`src/rtl/edge_event_arbiter.sv`:
```
// ============================================================================
// Module      : edge_event_arbiter
// Description : Round-robin arbiter between sticky edge detectors and the
//               arpeggiator sequencer, with clear pulse and post-event lockout.
// Revision    : 1.0 - initial release
// ============================================================================
`default_nettype none

module edge_event_arbiter #(
    parameter int N_CH    = 4,
    parameter int CODE_W  = 2,
    parameter int LOCKOUT = 16,
    parameter int LOCK_W  = 8
) (
    input  logic              clk,
    input  logic              reset,
    input  logic [N_CH-1:0]   flags,
    output logic [N_CH-1:0]   clr,
    output logic              ev_valid,
    input  logic              ev_ready,
    output logic [CODE_W-1:0] ev_code,
    output logic [7:0]        ev_count,
    output logic              busy
);

    localparam logic [1:0] c_IDLE    = 2'd0;
    localparam logic [1:0] c_CLEAR   = 2'd1;
    localparam logic [1:0] c_PRESENT = 2'd2;
    localparam logic [1:0] c_LOCK    = 2'd3;

    localparam logic [CODE_W:0]   c_N_CH   = (CODE_W+1)'(N_CH);
    localparam logic [CODE_W-1:0] c_LAST   = CODE_W'(N_CH - 1);
    localparam logic [LOCK_W-1:0] c_LOCK_N = LOCK_W'(LOCKOUT);

    logic [1:0]        state_q,  state_d;
    logic [CODE_W-1:0] rr_ptr_q, rr_ptr_d;
    logic [LOCK_W-1:0] lock_q,   lock_d;
    logic [CODE_W-1:0] code_q,   code_d;
    logic [7:0]        count_q,  count_d;
    logic              valid_q,  valid_d;
    logic [N_CH-1:0]   clr_q,    clr_d;
    logic              busy_q,   busy_d;

    logic              w_hit;
    logic [CODE_W-1:0] w_sel;

    // Scan starting at rr_ptr; the sum never exceeds 2*N_CH-2, so one
    // conditional subtraction wraps it back into range.
    always_comb begin
        logic [CODE_W:0] idx;
        w_hit = 1'b0;
        w_sel = '0;
        idx   = '0;
        for (int i = 0; i < N_CH; i++) begin
            idx = {1'b0, rr_ptr_q} + (CODE_W+1)'(i);
            if (idx >= c_N_CH) begin
                idx = idx - c_N_CH;
            end
            if (!w_hit && flags[idx[CODE_W-1:0]]) begin
                w_hit = 1'b1;
                w_sel = idx[CODE_W-1:0];
            end
        end
    end

    always_comb begin
        state_d  = state_q;
        rr_ptr_d = rr_ptr_q;
        lock_d   = lock_q;
        code_d   = code_q;
        count_d  = count_q;
        valid_d  = valid_q;
        clr_d    = '0;
        case (state_q)
            c_IDLE: begin
                if (w_hit) begin
                    code_d  = w_sel;
                    clr_d   = N_CH'(1) << w_sel;
                    state_d = c_CLEAR;
                end
            end
            c_CLEAR: begin
                valid_d = 1'b1;
                state_d = c_PRESENT;
            end
            c_PRESENT: begin
                if (valid_q && ev_ready) begin
                    valid_d  = 1'b0;
                    count_d  = count_q + 8'd1;
                    rr_ptr_d = (code_q == c_LAST) ? '0 : code_q + CODE_W'(1);
                    if (LOCKOUT > 0) begin
                        lock_d  = c_LOCK_N;
                        state_d = c_LOCK;
                    end else begin
                        state_d = c_IDLE;
                    end
                end
            end
            c_LOCK: begin
                lock_d = lock_q - LOCK_W'(1);
                if (lock_q <= LOCK_W'(1)) begin
                    lock_d  = '0;
                    state_d = c_IDLE;
                end
            end
            default: state_d = c_IDLE;
        endcase
        busy_d = (state_d != c_IDLE);
    end

    always_ff @(posedge clk) begin
        if (reset) begin
            state_q  <= c_IDLE;
            rr_ptr_q <= '0;
            lock_q   <= '0;
            code_q   <= '0;
            count_q  <= '0;
            valid_q  <= 1'b0;
            clr_q    <= '1;
            busy_q   <= 1'b0;
        end else begin
            state_q  <= state_d;
            rr_ptr_q <= rr_ptr_d;
            lock_q   <= lock_d;
            code_q   <= code_d;
            count_q  <= count_d;
            valid_q  <= valid_d;
            clr_q    <= clr_d;
            busy_q   <= busy_d;
        end
    end

    assign clr      = clr_q;
    assign ev_valid = valid_q;
    assign ev_code  = code_q;
    assign ev_count = count_q;
    assign busy     = busy_q;

endmodule

`default_nettype wire

```
`config.mk`:
```
export PLATFORM = sky130hd
export DESIGN_NAME = edge_event_arbiter
export DESIGN_NICKNAME = d
export VERILOG_FILES = /design/src/rtl/edge_event_arbiter.sv
export SDC_FILE = /design/constraint.sdc
export NUM_CORES = 1
export LEC_CHECK = 0
export CAP_MARGIN = 20
export CORE_ASPECT_RATIO = 0.9
export CORE_UTILIZATION = 45
export CTS_BUF_LIST = sky130_fd_sc_hd__clkbuf_2
export DETAILED_ROUTE_END_ITERATION = 8
export GPL_TIMING_DRIVEN = 0
export PLACE_DENSITY = 0.72
export SYNTH_ARGS = -nofsm -noshare
export SYNTH_HDL_FRONTEND = slang
export SYNTH_SLANG_ARGS = --single-unit
```
`constraint.sdc`:
```
create_clock -name clk -period 1.5 [get_ports clk]
set_clock_uncertainty 0.1 [all_clocks]
set_input_delay 0.3 -clock clk [delete_from_list [all_inputs] [get_ports clk]]
set_output_delay 0.3 -clock clk [all_outputs]
set_load 0.01 [all_outputs]
```
== Word level (Yosys, flattened, before mapping) ==
Index checks and enable logic that the tools add are counted.

* Add/subtract/negate cells: 10
* $lt $le $gt $ge: 9
* Eq/ne operators: 5
* Shifts and indexed selects: 1
* Multiplexer cells: 32
* Reduce and logical (&&, ||, !) cells: 15

{| class="wikitable"
|+ Operators by type and width
! cell !! count
|-
| 2-bit 2-to-1 mux || 12
|-
| 8-bit 2-to-1 mux || 2
|-
| 8-bit case mux with 2 select lines || 1
|-
| 2-bit by 3-bit < comparator with 1-bit output, second input constant || 4
|-
| 3-bit >= comparator, second input constant || 3
|-
| 1-bit 2-to-1 mux || 9
|-
| 8-bit by 1-bit adder with 8-bit output, second input constant || 1
|-
| 1-bit binary-select mux with 2-bit select || 4
|-
| 8-bit by 1-bit less-or-equal comparator with 1-bit output, second input constant || 1
|-
| 4-bit 2-to-1 mux || 2
|-
| 2-bit case mux with 4 select lines || 1
|-
| 2-bit AND reduction || 4
|-
| 2-bit by 1-bit subtractor with 2-bit output, second input constant || 4
|-
| 8-bit by 1-bit subtractor with 8-bit output, second input constant || 1
|-
| 2-bit by 2-bit adder with 3-bit output, second input constant || 2
|-
| 2-bit equality test, second input constant || 3
|-
| 2-bit nonzero test || 3
|-
| 1-bit logical AND || 4
|-
| 1-bit by 2-bit << shifter with 4-bit output, first input constant || 1
|-
| 2-bit by 1-bit adder with 3-bit output, second input constant || 1
|-
| 2-bit by 3-bit >= comparator with 1-bit output, second input constant || 1
|-
| 1-bit logical NOT || 3
|-
| 2-bit by 1-bit adder with 2-bit output, second input constant || 1
|-
| 2-bit by 1-bit equality test with 1-bit output, second input constant || 1
|-
| 3 further kinds || 3
|}

* Register bits after elaboration: 28
* Input bits: 7
* Output and inout bits: 16

== Depth between registers and ports, before layout ==
* Depth after elaboration: 17
* Gate-level depth with buffers: 6
* Depth with buffers taken out: 6

== Worst setup path after synthesis ==
No wires, ideal clock.

* Kind: register to register
* Start: reg lock_q[0]
* End: reg lock_q[1]
* Library setup time: 0.071 ns
* Arrival time: 1.477 ns
* Data required time: 1.329 ns
* Slack: -0.147 ns
* Cell stages (with the launch flop): 7
* Period minus slack after synthesis: 1.647 ns
* Cell sequence: dfxtp_1 -> inv_1 -> ha_1 -> or2_1 -> nand3_1 -> or3b_1 -> a21oi_1

* Longest elaborated chain between the ends: 3
* Elaborated cells on any way between the ends: 4

{| class="wikitable"
|+ RTL lines
! element !! line !! text
|-
| start: declaration || 37 || <nowiki>logic [LOCK_W-1:0] lock_q, lock_d;</nowiki>
|-
| start signal: assignment || 124 || <nowiki>lock_q <= lock_d;</nowiki>
|-
| 8-bit by 1-bit subtractor with 8-bit output or 8-bit by 1-bit less-or-equal comparator with 1-bit output (tied branches) || 100, 101 ||
|-
| 8-bit 2-to-1 mux * || 101 || <nowiki>if (lock_q <= LOCK_W'(1)) begin</nowiki>
|-
| 8-bit case mux with 2 select lines * || 74 || <nowiki>case (state_q)</nowiki>
|}

Mark *: on every way between the ends. The rest lies on a longest branch, timed or not.
A chain may end at the register's enable or synchronous reset.

== Final worst setup path ==
Ends and elaborated chain as after synthesis.

==> results.yml <==
timing:
  fin_crit_sh_pct: 109
  slew_headroom_pct: 66.5
  finalSetupTns_ps: -291
  rsz0062_at_grt: "yes"
  fin_crit_ps: 1630
  fin_ws_ps: -134
  slew_viol_final: 0
  worst_slew_pin_slew_ps: 502
  fmax_mhz: 612
  hold_viol: 0
  finalSetupViolCount: 5
routing:
  drc_errors: 0
  viasPerCell: 5.43
  dr.pass1.iters: 4
  ant_nets: 0
  drt_iter0_drc: 63
  wirelength_um: 3300
  post_drt_wl_per_cell_um: 14.0
  vias: 1276
placement:
  hpwl_um: 2210
  place.port_buffers: 22
  placed_cell_area_mm2: 0.00162
  place_congestion: 0.816
  dp_cells: 212
final_layout:
  area_growth_pct: 40.4
  fin_cells: 235
  drive_gt1_share_pct: 33.3
  design_area_mm2: 0.00187
  nFillCells: 247
  nNetsFinal: 207
  multi_input_area_um2: 826
  diodes: 0
  regArea_um2: 592
floorplan:
  num_rows: 18
  pin_count: 23
  initial_core_util_pct: 48.2
  dieArea_mm2: 0.00319
  core_area_mm2: 0.00277
  fp.dieW_um: 59.4
  die_y_um: 53.7
synth:
  synth.avg_cell_area_um2: 8.90
  synth_top_area_cell: "dfxtp_1"
  syn-num-nets: 161
  yosys_warnings: 0
  synthCells: 150
  synthTopCellsByArea: "dfxtp_1 (42%), nor2_1 (4.2%), nand2_1 (3.9%)"
  ys_seq_area_share_pct: 42.0
  yosysUniqueCellTypes: 44
  yosys_register_bits: 28
  synth.top_cell.area_share_pct: 42.0
  synth.cell_area_mm2: 0.00134
global_route:
  antenna_found_initial: 0
  grt_max_degree: 16
  first_global_vias: 1184
  gr-total-overflow: 0
  grt_pass1_wl_um: 5130
  grt_use_total_pct: 21.6
cts:
  cts_htree_levels: 1
  path_clk_slew_ps: 250
  root_buffer: "clkbuf_2"
  clock_sinks: 28
  cts_hold_buf: 0
  cts_buffers: 3
  cts_tree: "done"
  clk_path_buf_depth: 2
  insertion_delay_ps: 350
min_path:
  whs_path_depth: 3
  hold_class: "input pin to register"
  hp-start: "flags[3]"
critical_path:
  path_class: "register to register"
  cp-startpoint: "lock_q[0]"
  worstReg2RegStart: "lock_q[0]"
  critPathMaxFanout: 4
  arrival_ps: 1840
  r2r_cells: 6
  crit_path_end_kind: "register"
  critPathLaunchType: "register"
  cp.required_ps: 1700
pwr:
  power_density_mw_per_mm2: 894
  p_leak_nw: 0.792
  fin_total_pwr_w: 0.00168
  irDropWorstVdd_v: 0.000446
job:
  max-cap-violations: 0
status:
  outcome: "finished with violations"
  violations: "setup timing"
cells in the final DEF, fill, tap and decap left out, drive strengths merged, types with 3 or more instances in the layout:
| cell | instances |
|---|---|
| dfxtp | 28 |
| buf | 22 |
| dlygate4sd2 | 16 |
| nor2 | 15 |
| nand2 | 14 |
| a21oi | 10 |
| nor3 | 7 |
| nor2b | 5 |
| o21bai | 5 |
| clkdlybuf4s50 | 5 |
| nand3 | 5 |
| clkbuf | 5 |
| nand4 | 4 |
| xor2 | 4 |
| xnor2 | 4 |
| ha | 4 |
| o21ai | 3 |
| nor4 | 3 |
| a31oi | 3 |
| inv | 3 |
sequential cells by signal (all words and copies together), names as in the netlist:
name,count
ev_count,8
lock_q,8
clr,4
ev_code,2
rr_ptr_q,2
state_q,2
busy,1
ev_valid,1
synthesized netlist by cell type:
library cell and instances:
o21ai_1 1, a211oi_1 1, o31a_1 1, nor4_1 1, o21ai_0 2, o31ai_1 2
nand2_1 14, mux2_2 1, inv_1 3, or3_1 1, a21oi_1 10, buf_2 2
a21boi_0 2, xor2_1 4, and4b_1 1, a31o_2 2, and3_1 1, nor2b_1 5
or4_4 1, o21bai_1 5, nand4b_1 1, nand4_1 4, nor4_2 1, nand3b_1 1
nand2b_1 2, buf_1 1, a21o_1 2, xnor2_1 4, a31oi_1 2, o21a_1 2
a22o_1 1, clkbuf_1 2, or3b_1 1, nor3_1 7, dfxtp_1 28, nor3b_1 1
nor2_1 15, o311ai_0 1, nand3_1 5, nor4_4 1, a31oi_4 1, or2_1 1
ha_1 4, o22ai_1 2
path summary, 6_finish.rpt:
kind | slack (ps) | end
hold reg to reg | 440 | lock_q[5]
hold / removal | 380 | clr[3]
setup / recovery | -130 | lock_q[1]
setup reg to reg | -130 | lock_q[1]
worst max-delay path: stages (launching register included):
cell	delay, ps
dfxtp_4	440
inv_4	40
ha_4	150
or2_4	260
nand3_4	100
or3b_1	360
a21oi_1	130
repair_timing:
item	in CTS	in global routing
pin swaps	2	5
endpoints found under the setup margin	32	21
resized for setup	42	18
setup buffers	17	2
final cells by class:
class | count | area share [%]
clock buffer | 3 | 0.801
clock inverter | 1 | 0.200
inverter | 3 | 0.734
tap | 40 | 2.67
sequential | 28 | 31.6
multi-input combinational | 114 | 44.1
timing repair buffer | 41 | 18.6
buffer | 5 | 1.34
per-stage QoR:
step | worst slack (ps) | hold slack (ps) | util (%)
floorplan | -12.8 | 299 | -
global placement | -435 | 365 | 58.4
detailed placement | -461 | 385 | 58.4
CTS | -127 | 426 | 65.0
global route | -182 | 390 | 67.7
finish | -134 | 376 | 67.7
where the power goes:
group          internal (W)  total (W)  switching (W)
clock             0.0000579   0.000270       0.000212
sequential         0.000801   0.000854      0.0000534
combinational      0.000275   0.000551       0.000275
per-layer routing:
layer / vias to the layer above / track usage, % / routed length (um)
li1: 631 / - / -
met1: 605 / 25.9 / 1460
met2: 35 / 38.4 / 1630
met3: 5 / 5.29 / 174
met4: 0 / 5.95 / 37
met5: - / 0 / 0
logic make-up (layout without fill, tap and decap cells):
kind of cell / Yosys count / in the layout / share of synthesized area (%)
buffers and inverters: 8 / 53 / 2.44
AOI/OAI and AO/OA: 37 / 37 / 19.5
adders and majority gates: 4 / 4 / 3.75
xor gates and xnor gates: 8 / 8 / 5.25
and+or+nand+nor: 64 / 64 / 26.2
muxes: 1 / 1 / 0.843
DFF: 28 / 28 / 42.0
Note: power is estimated with default switching activity, not from simulation.
